==> config.mk <==
export PLATFORM = sky130hd
export DESIGN_NAME = sha256_msg_schedule_flat
export DESIGN_NICKNAME = d
export VERILOG_FILES = /design/src/rtl/sha256_msg_schedule_if.sv /design/src/rtl/sha256_msg_schedule.sv /design/src/flat_wrapper.sv
export SDC_FILE = /design/constraint.sdc
export NUM_CORES = 2
export LEC_CHECK = 0
export CAP_MARGIN = 15
export CORE_ASPECT_RATIO = 0.9
export CORE_MARGIN = 3
export CORE_UTILIZATION = 48
export CTS_CLUSTER_SIZE = 16
export DETAILED_ROUTE_END_ITERATION = 7
export HOLD_SLACK_MARGIN = 0.12
export PLACE_DENSITY = 0.78
export SETUP_SLACK_MARGIN = 0.15
export SYNTH_ARGS = -nofsm -noshare
export SYNTH_HDL_FRONTEND = slang
export SYNTH_SLANG_ARGS = --single-unit
==> constraint.sdc <==
create_clock -name CLK -period 16.18 [get_ports CLK]
set_clock_uncertainty 0.2 [all_clocks]
set_input_delay 1.618 -clock CLK [delete_from_list [all_inputs] [get_ports CLK]]
set_output_delay 1.618 -clock CLK [all_outputs]
set_load 0.005 [all_outputs]
==> src/rtl/sha256_msg_schedule_if.sv <==
// Handshake bundle between the SHA-256 message-schedule expander and its block source / word sink.
interface sha256_msg_schedule_if;
  logic         load_i;
  logic [511:0] block_i;
  logic         ready_o;
  logic         w_valid_o;
  logic         w_ready_i;
  logic [31:0]  w_o;
  logic [5:0]   w_idx_o;
  logic         done_o;

  modport master (
    output load_i, block_i, w_ready_i,
    input  ready_o, w_valid_o, w_o, w_idx_o, done_o
  );

  modport slave (
    input  load_i, block_i, w_ready_i,
    output ready_o, w_valid_o, w_o, w_idx_o, done_o
  );
endinterface

==> src/rtl/sha256_msg_schedule.sv <==
// SHA-256 message-schedule expander: loads one 512-bit block and streams W_0..W_63
// over a valid/ready handshake using a sliding 16-word window.
module sha256_msg_schedule #(
  parameter int unsigned NUM_WORDS = 64
) (
  input  logic                  CLK,
  input  logic                  RST,
  sha256_msg_schedule_if.slave  bus
);

  localparam logic [5:0] LastIdx = 6'(NUM_WORDS - 1);

  typedef enum logic {StIdle, StRun} state_e;

  state_e      state_q, state_d;
  logic [5:0]  t_q, t_d;
  logic        done_q, done_d;
  logic [31:0] win_q [16];
  logic [31:0] win_d [16];

  logic        xfer;
  logic [31:0] w_next;

  function automatic logic [31:0] sigma0(input logic [31:0] x);
    return {x[6:0], x[31:7]} ^ {x[17:0], x[31:18]} ^ (x >> 3);
  endfunction

  function automatic logic [31:0] sigma1(input logic [31:0] x);
    return {x[16:0], x[31:17]} ^ {x[18:0], x[31:19]} ^ (x >> 10);
  endfunction

  assign xfer   = (state_q == StRun) && bus.w_ready_i;
  // Words past W_63 are still computed but only ever enter win[15], never the emitted slot.
  assign w_next = sigma1(win_q[14]) + win_q[9] + sigma0(win_q[1]) + win_q[0];

  always_comb begin
    state_d = state_q;
    t_d     = t_q;
    done_d  = 1'b0;
    win_d   = win_q;
    unique case (state_q)
      StIdle: begin
        if (bus.load_i) begin
          for (int i = 0; i < 16; i++) begin
            win_d[i] = bus.block_i[511 - 32*i -: 32];
          end
          t_d     = '0;
          state_d = StRun;
        end
      end
      StRun: begin
        if (xfer) begin
          for (int i = 0; i < 15; i++) begin
            win_d[i] = win_q[i+1];
          end
          win_d[15] = w_next;
          t_d       = t_q + 6'd1;
          if (t_q == LastIdx) begin
            state_d = StIdle;
            done_d  = 1'b1;
            t_d     = '0;
          end
        end
      end
      default: state_d = StIdle;
    endcase
  end

  always_ff @(posedge CLK or posedge RST) begin
    if (RST) begin
      state_q <= StIdle;
      t_q     <= '0;
      done_q  <= 1'b0;
      for (int i = 0; i < 16; i++) begin
        win_q[i] <= '0;
      end
    end else begin
      state_q <= state_d;
      t_q     <= t_d;
      done_q  <= done_d;
      win_q   <= win_d;
    end
  end

  assign bus.ready_o   = (state_q == StIdle);
  assign bus.w_valid_o = (state_q == StRun);
  assign bus.w_o       = (state_q == StRun) ? win_q[0] : '0;
  assign bus.w_idx_o   = t_q;
  assign bus.done_o    = done_q;

endmodule

==> src/flat_wrapper.sv <==
// flat-port wrapper written by rule: the top's interface ports become plain ports
module sha256_msg_schedule_flat 
#(
  parameter int unsigned NUM_WORDS = 64
)
  (CLK, RST, bus_load_i, bus_block_i, bus_w_ready_i, bus_ready_o, bus_w_valid_o, bus_w_o, bus_w_idx_o, bus_done_o);
  sha256_msg_schedule_if bus_i ();
  input  logic CLK;
  input  logic RST;
  input wire logic [$bits(bus_i.load_i)-1:0] bus_load_i;
  input wire logic [$bits(bus_i.block_i)-1:0] bus_block_i;
  input wire logic [$bits(bus_i.w_ready_i)-1:0] bus_w_ready_i;
  output wire logic [$bits(bus_i.ready_o)-1:0] bus_ready_o;
  output wire logic [$bits(bus_i.w_valid_o)-1:0] bus_w_valid_o;
  output wire logic [$bits(bus_i.w_o)-1:0] bus_w_o;
  output wire logic [$bits(bus_i.w_idx_o)-1:0] bus_w_idx_o;
  output wire logic [$bits(bus_i.done_o)-1:0] bus_done_o;
  assign bus_i.load_i = bus_load_i;
  assign bus_i.block_i = bus_block_i;
  assign bus_i.w_ready_i = bus_w_ready_i;
  assign bus_ready_o = bus_i.ready_o;
  assign bus_w_valid_o = bus_i.w_valid_o;
  assign bus_w_o = bus_i.w_o;
  assign bus_w_idx_o = bus_i.w_idx_o;
  assign bus_done_o = bus_i.done_o;
  sha256_msg_schedule #(.NUM_WORDS(NUM_WORDS)) u_core (.CLK(CLK), .RST(RST), .bus(bus_i));
endmodule
==> run summary <==
## Outcome
• **outcome** finished, final reports clean

## Timing
• **final worst path period need** 5.84 ns
• **max_slew headroom** 15.6%
• **worst-case hold slack** 0.280 ns
• **setup repair after global routing missed its margin** false
• **final number of max-transition violations** 0
• **actual slew at the worst max-slew pin** 1.27 ns
• **total count of hold-check failures in the final report** 0
• **highest clock rate** 171 MHz
• **post-layout worst setup margin** 10.34 ns
• **number of endpoints failing setup at the final stage** 0
• **post-route setup TNS** 0 ns
• **final cycle utilization of the critical path** 36.1%

## Logic synthesis
• **count of flip-flops with a built-in enable after synthesis** 0
• **number of instances in the synthesized netlist** 2,861
• **sequential area share after synthesis** 46.4%
• **most used flip-flop cell after synthesis** sky130_fd_sc_hd__dfrtp_1
• **ys async rst share** 100%
• **mapped cell area** 28,000 µm²
• **distinct cell type count after synthesis** 54
• **synthesized net count** 3,471
• **yosys synthesis warning count** 0
• **number of storage elements in the synthesis netlist** 520
• **synthesized area per cell** 9.80 µm²

## Worst setup path
• **Max stage delay on crit path** 0.92 ns
• **capture instance of the worst register-to-register path** u_core.win_q[25]$_DFFE_PP0P_
• **r2r startpoint** u_core.win_q[50]$_DFFE_PP0P_
• **crit path launch type** flop
• **worst-path fanout max** 137
• **CP arrival** 4.02 ns
• **worst-case register-to-register setup slack** 10.92 ns
• **endpoint class of the critical path** output pin
• **cell class contributing the biggest share of worst-path delay** buffers and inverters
• **slowest stage cell, crit path** sky130_fd_sc_hd__dfrtp_4
• **number of cells traversed by the worst register-to-register path** 15
• **critical path buffer and inverter count** 3
• **start-to-end type of the worst setup path** reg2out
• **CP cell instances** buf_12 -> buf_4 -> and2_1 -> clkdlybuf4s50_1
• **data required time at the worst endpoint** 14.36 ns

## Global route
• **met1 Track Usage GR** 41.9%
• **met2 Track Usage GR** 47.2%
• **Remaining Overflow, GRT** 0
• **global routing's busiest layer** met2
• **antenna violations before repair** 32
• **total track usage** 30.6%
• **global-route track usage on met3** 8.37%
• **maximum number of pins on one net before global-route repair** 310
• **via count of the first global-routing pass** 22,300
• **wire length of the first global-routing pass** 139,000 µm

## Clock tree
• **setup fix buffers added after clock tree synthesis** 0
• **clock tree from TritonCTS** done
• **TritonCTS buffer count** 54
• **CTS H-Tree Depth** 2
• **count of cells resized by post-cts repair** 0
• **Root Buffer Master** sky130_fd_sc_hd__clkbuf_16
• **maximum buffer depth of the clock tree** 3
• **sinks on the clock net** 520
• **clock slew seen by the registers of the worst setup and hold paths** 0.06 ns
• **hold-fix buffers at CTS** 0
• **Skew-Pair Late Insertion Delay** 0.63 ns

## Power and ir drop
• **clock network fraction of total power** 16.7%
• **P_leak** 18.4 nW
• **Power Internal** 4.07 mW
• **overall power consumption** 7.44 mW
• **largest voltage drop on the vdd net** 247 µV
• **sequential group share of total power** 27.4%
• **net switching power of the design** 3.36 mW
• **Logic pwr share** 55.9%
• **pwr dens** 208 nW/µm²
• **switching share of power** 45.2%

## Floorplanning
• **Initial Utilization** 48.8%
• **Die Span X** 261 µm
• **placeable core area** 57,400 µm²
• **IO Pins** 557
• **Die Span Y** 235 µm
• **die area** 61,400 µm²
• **row cnt** 83

## Drt
• **DRC violation count after routing** 0
• **average wire length per cell after detail routing** 23.3 µm
• **WL final** 95,200 µm
• **routed vias** 22,300
• **Detailed Routing Iterations Pass 1** 5
• **per-cell via count in the routed design** 5.46
• **Starting DRT DRC Count** 2,157
• **number of nets with antenna violations after detailed routing** 0

## Placed design
• **number of input and output port buffers inserted** 556
• **global placer's final weighted congestion** 0.962
• **Placed Instances** 3,971
• **post-placement worst setup slack** 10.58 ns
• **half-perimeter wire length of the detailed placement result** 73,200 µm
• **cell area after placement** 33,900 µm²

## Finish
• **Final #Nets** 3,873
• **area grow syn2layout** 27.4%
• **count of placed standard cells in the final layout, fillers left out** 4,088
• **number of fill cells** 4,618
• **final instance area** 35,700 µm²
• **fraction of final layout cells sized beyond drive strength 1** 3.51%
• **utilization after layout** 62.2%

## Hold path
• **startpoint of the tightest hold check path** u_core.win_q[378]$_DFFE_PP0P_
• **end point of the worst hold path** u_core.win_q[378]$_DFFE_PP0P_
• **cell depth of the worst hold path** 2
• **path category of the worst min-delay check** reg2reg

## Run
• **number of max-capacitance violations reported** 0

==> per-layer routing <==
metal / wire length (µm) / vias up
li1: - / 10400
met1: 40100 / 10800
met2: 43600 / 852
met3: 8410 / 161
met4: 2830 / 24
met5: 170 / -
==> layout make-up <==
class / count / area [µm²] / share of cell area (%)
diodes: 20 / 50.0 / 0.140
repair buffers: 576 / 5770 / 16.1
flip-flops and latches: 520 / 13000 / 36.4
clock buffers: 81 / 1600 / 4.49
multi-input cells: 1972 / 13600 / 38.2
inverters: 139 / 526 / 1.47
well taps: 765 / 957 / 2.68
clock inverters: 15 / 150 / 0.420
==> worst max-delay path by stage <==
stage / cells after the start / slack [ns] / from / to
3_3_place_gp: 6 / 10.78 / bus_load_i / u_core.win_q[314]$_DFFE_PP0P_
2_1_floorplan: 1 / 7.30 / RST / u_core.bus.done_o$_DFF_PP0_
4_1_cts: 4 / 10.37 / u_core.bus.w_valid_o$_DFF_PP0_ / bus_w_o[7]
5_1_grt: 4 / 10.22 / u_core.bus.w_valid_o$_DFF_PP0_ / bus_w_o[7]
3_5_place_dp: 6 / 10.58 / bus_load_i / u_core.win_q[262]$_DFFE_PP0P_
6_report: 4 / 10.34 / u_core.bus.w_valid_o$_DFF_PP0_ / bus_w_o[7]
==> state kept, by name (all words and copies together) (netlist names) <==
| signal | flops |
|---|---|
| u_core.bus.done_o | 1 |
| u_core.bus.w_valid_o | 1 |
| u_core.bus.w_idx_o | 6 |
| u_core.win_q | 512 |
==> power by group through the flow <==
stage / clock [mW] / combinational, mW / sequential, mW
floorplan: 0 / 2.95 / 1.81
global placement: 0 / 3.99 / 2.03
detailed placement: 0 / 4.08 / 2.05
CTS: 1.26 / 4.12 / 2.03
global route: 1.31 / 4.60 / 2.07
finish: 1.24 / 4.16 / 2.04
==> placed cells by master (no fill, tap or decap), drive strengths merged, types with 3 or more instances in the layout <==
cell and n:
xnor2 123, clkinv 11, and3 4, buf 20
xor2 22, ha 32, a31oi 7, nand3 5
nor2 45, o21ai 525, nor2b 6, a41oi 3
nand4 5, a21o 16, a21oi 42, dfrtp 520
nand2 517, diode 20, inv 140, fa 62
nor3 5, a22oi 5, and2 10, clkdlybuf4s50 556
a211oi 9, clkbuf 81, a221oi 3, mux2i 497
o21bai 3
==> tightest hold or removal path: cells and delay by family (launching register included) <==
kind             cells  cell delay (ns)
AO/OA/AOI/OAI        1             0.06
flip-flops           1             0.34
AND/OR/NAND/NOR      1             0.05
==> cells in the mapped netlist, types with 8 or more instances <==
master	n	area, µm²
sky130_fd_sc_hd__o21ai_0	522	2610
sky130_fd_sc_hd__dfrtp_1	520	13000
sky130_fd_sc_hd__nand2_1	517	1940
sky130_fd_sc_hd__mux2i_1	497	4970
sky130_fd_sc_hd__clkbuf_1	224	841
sky130_fd_sc_hd__inv_1	139	522
sky130_fd_sc_hd__xnor2_1	123	1080
sky130_fd_sc_hd__fa_1	62	1240
sky130_fd_sc_hd__nor2_1	45	169
sky130_fd_sc_hd__a21oi_1	42	210
sky130_fd_sc_hd__ha_1	32	400
sky130_fd_sc_hd__xor2_1	22	193
sky130_fd_sc_hd__a21o_1	16	120
sky130_fd_sc_hd__and2_1	10	62.6
sky130_fd_sc_hd__a211oi_1	8	60.1
==> logic make-up after synthesis <==
group                      Yosys count  synth area share, %
DFF                                520                 46.4
AOI/OAI and AO/OA                  630                 12.0
and+or+nand+nor                    605                 8.45
xor gates and xnor gates           145                 4.53
muxes                              498                 17.8
buffers and inverters              369                 4.95
adders and majority gates           94                 5.85
Power figures use the tool's default switching activity.
